## src/rtl/ctrl_pipe_reg.sv

```systemverilog
// ID/EX control-path pipeline register with multi-cycle bubble insertion,
// hold, flush and a saturating bubble counter.
module ctrl_pipe_reg #(
  parameter int JUMP_W   = 2,
  parameter int ALU_OP_W = 4,
  parameter int LEN_W    = 3,
  parameter int CNT_W    = 8
) (
  input  logic                clk,
  input  logic                rst,
  input  logic                ex_stall,
  input  logic [LEN_W-1:0]    stall_len,
  input  logic                hold,
  input  logic                flush,
  input  logic                in_valid,
  input  logic [JUMP_W-1:0]   jump,
  input  logic                branch,
  input  logic                mem_read,
  input  logic                mem_to_reg,
  input  logic                mem_write,
  input  logic                alu_src,
  input  logic                reg_write,
  input  logic                reg_dst,
  input  logic [ALU_OP_W-1:0] alu_op,
  output logic [JUMP_W-1:0]   jump_out,
  output logic                branch_out,
  output logic                mem_read_out,
  output logic                mem_to_reg_out,
  output logic                mem_write_out,
  output logic                alu_src_out,
  output logic                reg_write_out,
  output logic                reg_dst_out,
  output logic [ALU_OP_W-1:0] alu_op_out,
  output logic                out_valid,
  output logic                id_stall,
  output logic [CNT_W-1:0]    bubble_count
);

  localparam int CTL_W = JUMP_W + 7 + ALU_OP_W;

  localparam logic [0:0] IDLE   = 1'b0;
  localparam logic [0:0] BUBBLE = 1'b1;

  logic [0:0]       state;
  logic [LEN_W-1:0] rem;
  logic [CTL_W-1:0] ctl_d;
  logic [CTL_W-1:0] ctl_q;

  assign ctl_d = {jump, branch, mem_read, mem_to_reg, mem_write,
                  alu_src, reg_write, reg_dst, alu_op};

  assign {jump_out, branch_out, mem_read_out, mem_to_reg_out, mem_write_out,
          alu_src_out, reg_write_out, reg_dst_out, alu_op_out} = ctl_q;

  // Stays high through hold so the upstream stage sees exactly L bubble edges.
  assign id_stall = rst & ~flush & ((state == BUBBLE) | ex_stall);

  always_ff @(posedge clk) begin
    if (!rst) begin
      ctl_q        <= '0;
      out_valid    <= 1'b0;
      bubble_count <= '0;
      rem          <= '0;
      state        <= IDLE;
    end else if (flush) begin
      ctl_q     <= '0;
      out_valid <= 1'b0;
      rem       <= '0;
      state     <= IDLE;
    end else if (hold) begin
      // frozen
    end else if (state == BUBBLE) begin
      ctl_q     <= '0;
      out_valid <= 1'b0;
      if (bubble_count != '1) bubble_count <= bubble_count + 1'b1;
      rem <= rem - 1'b1;
      if (rem == LEN_W'(1)) state <= IDLE;
    end else if (ex_stall) begin
      ctl_q     <= '0;
      out_valid <= 1'b0;
      if (bubble_count != '1) bubble_count <= bubble_count + 1'b1;
      if (stall_len > LEN_W'(1)) begin
        rem   <= stall_len - 1'b1;
        state <= BUBBLE;
      end
    end else begin
      ctl_q     <= in_valid ? ctl_d : '0;
      out_valid <= in_valid;
    end
  end

endmodule

```

## config.mk

```make
export PLATFORM = sky130hd
export DESIGN_NAME = ctrl_pipe_reg
export DESIGN_NICKNAME = d
export VERILOG_FILES = /design/src/rtl/ctrl_pipe_reg.sv
export SDC_FILE = /design/constraint.sdc
export NUM_CORES = 1
export LEC_CHECK = 0
export CAP_MARGIN = 20
export CORE_AREA = 2 2 56 58
export DETAILED_ROUTE_END_ITERATION = 10
export DIE_AREA = 0 0 58 60
export PLACE_DENSITY = 0.76
export SKIP_CTS_REPAIR_TIMING = 1
export SLEW_MARGIN = 15
export SYNTH_ARGS = -nofsm -noshare
export SYNTH_HDL_FRONTEND = slang
export SYNTH_SLANG_ARGS = --single-unit
```

## constraint.sdc

```tcl
create_clock -name clk -period 1.73 [get_ports clk]
set_clock_uncertainty 0.1 [all_clocks]
set_input_delay 0.173 -clock clk [delete_from_list [all_inputs] [get_ports clk]]
set_output_delay 0.173 -clock clk [all_outputs]
set_load 0.05 [all_outputs]
```

==> summary.txt <==
Placement
  • I/O Buffers: 44
  • Routability Congestion: 0.810
  • Dpl hpwl: 2150 um

Yosys
  • Gate count after technology mapping: 134
  • Mapped Avg Cell Area: 8.81 um2
  • Register bit total from synthesis: 26
  • Synthesized area: 1180 um2
  • Synth cell types: 31
  • Mapped Nets: 161
  • Sequential share of the synthesized area: 0.441
  • Number of synthesis warnings: 0

GRT
  • GRT Residual Overflow: 0
  • Largest net degree at the start of global routing: 20
  • Initial antenna violation count: 0
  • Global Route Usage Sum: 0.174
  • Wire length of the first global-routing pass: 4570 um
  • Vias in the first global route: 999

Detailed routing
  • DRT Pass-1 Iters: 4
  • Routed Antenna Nets: 0
  • Starting DRT DRC Count: 32
  • Routed WL: 2860 um
  • Remaining DRCs: 0
  • Vias: 1138
  • Via density: 5.27
  • Mean routed wirelength per cell: 13.2 um

Timing
  • Tmin final: 1.60 ns
  • Worst hold slack: 0.357 ns
  • Fmax: 625 MHz
  • Final Max Tran Viols: 0
  • Setup_tns: 0 ns
  • Final Hold Vio Count: 0
  • Fin crit share: 0.924
  • RSZ-0062 raised after global routing: false
  • Rel. slew slack: 0.789
  • Final Setup Violations: 0
  • Worst Max-Slew Pin Slew: 0.317 ns

Floorplan
  • Core area: 2900 um2
  • Die H: 60 um
  • Initial Util: 0.407
  • Boundary Pins: 45
  • Die Area: 3480 um2
  • Row cnt: 20
  • Die extent in x: 58 um

Layout
  • Layout cells sized above 1: 0.230
  • Commonest non-fill, non-tap cell in the layout: buf_4
  • Fin nets: 211
  • Layout area overhead: 45.2%
  • Most frequent cells in the layout: buf_4, dfxtp_1, nor2_1, clkdlybuf4s50_1, a22oi_1
  • Diodes inserted: 0

CTS
  • CTS tree: built
  • Deepest clock path buffer count: 2
  • Root buffer cell: clkbuf_4
  • Clock transition at path regs: 0.14 ns
  • Total CTS buffers: 3
  • Clk sinks: 26
  • Worst-Skew Late Latency: 0.32 ns
  • CTS H-tree lvls: 1

Pwr
  • Switching power: 284 uW
  • Worst vdd ir: 433 uV
  • Clock power share: 0.341
  • Sequential power share: 0.505
  • Net Sw Frac: 0.233
  • Logic pwr share: 0.154
  • Internal: 937 uW
  • Leak: 0.000705 uW
  • Pwr dens: 712 nW/um2

Worst setup path
  • Crit-path max FO: 10
  • CP arrival: 1.72 ns
  • Worst Setup End Kind: flop
  • CP required: 1.85 ns
  • CP Launch Type: flop
  • CP Class: reg2reg

Job
  • MaxCap Viol Count: 0

Run status
  • Status: completed

Hold path
  • HP Class: in2reg
==> critical path, stage by stage, from the launching register on <==
cell and delay, ns:
dfxtp_2 0.39, ha_1 0.17, nand3_1 0.13, o211ai_4 0.29, buf_4 0.18, mux2i_1 0.18, nor2_1 0.05
==> sequential cells by signal (all words and copies together) (netlist names) <==
name	cells
ctl_q	13
bubble_count	8
rem	3
out_valid	1
state	1
==> Yosys cell counts <==
cell type / n / area [um2]
dfxtp_1: 26 / 521
nor2_1: 21 / 78.8
a22oi_1: 13 / 97.6
a21oi_1: 11 / 55.1
inv_1: 6 / 22.5
clkbuf_1: 5 / 18.8
ha_1: 5 / 62.6
nand3_1: 5 / 25.0
o21ai_0: 5 / 25.0
o31ai_1: 4 / 30.0
nand2b_1: 3 / 18.8
nor3_1: 3 / 15.0
or4_1: 3 / 22.5
buf_6: 2 / 22.5
mux2i_1: 2 / 20.0
nand2_1: 2 / 7.51
nor2b_1: 2 / 12.5
or3_1: 2 / 12.5
xor2_1: 2 / 17.5
a31oi_1: 1 / 6.26
and2_1: 1 / 6.26
and3_1: 1 / 6.26
buf_2: 1 / 5.00
nand4_2: 1 / 12.5
nor2_2: 1 / 6.26
o2111ai_1: 1 / 8.76
o211ai_1: 1 / 7.51
o211ai_2: 1 / 12.5
o21a_1: 1 / 7.51
or2_4: 1 / 8.76
xnor2_1: 1 / 8.76
==> cell type report <==
cell class,instances,area (um2)
Clock buffer,3,22.5
Clock inverter,1,30.0
Multi-Input combinational cell,94,601
Sequential cell,26,523
Timing Repair Buffer,53,475
Tap cell,33,41.3
Fill cell,261,1190
Inverter,6,22.5
==> worst paths after layout <==
check,from,to,depth (start not counted),slack (ns)
min reg2reg,rem[2]$_SDFFE_PP0P_,rem[2]$_SDFFE_PP0P_,2,0.38
min,reg_dst,ctl_q[4]$_SDFFE_PP0N_,3,0.36
max reg2reg,bubble_count[0]$_SDFFE_PN0P_,bubble_count[1]$_SDFFE_PN0P_,6,0.13
max,bubble_count[0]$_SDFFE_PN0P_,bubble_count[1]$_SDFFE_PN0P_,6,0.13
==> stage by stage <==
stage / util / setup slack (ns) / instance area, um2 / instances / total power, uW
floorplan: - / 0.0000704 / 1180 / 134 / 723
finish: 0.591 / 0.131 / 1720 / 216 / 1220
CTS: 0.588 / 0.0806 / 1710 / 216 / 1230
detailed placement: 0.570 / -0.199 / 1650 / 212 / 816
global placement: 0.570 / -0.0565 / 1650 / 212 / 809
global route: 0.591 / 0.0126 / 1720 / 216 / 1270
==> power groups by stage <==
stage | Sequential, uW | Clock (uW) | Combinational [uW]
5_1_grt | 618 | 452 | 203
2_1_floorplan | 648 | 0 | 75.1
4_1_cts | 616 | 426 | 187
3_3_place_gp | 629 | 0 | 180
3_5_place_dp | 629 | 0 | 186
6_report | 616 | 417 | 188
==> kinds of logic after synthesis <==
logic type,after synthesis,synth area share
simple gates,46,0.197
compound gates,38,0.212
flops,26,0.441
buf+inv,14,0.0583
fa+ha+maj,5,0.0530
xor+xnor,3,0.0222
mux,2,0.0169
==> routing by layer <==
layer	vias up	global-route usage	routed length, um
li1	573	-	-
met1	525	0.209	1250
met5	-	0	0
met4	0	0.0797	34
met2	36	0.295	1370
met3	4	0.0390	198
Power figures use the tool's default switching activity.
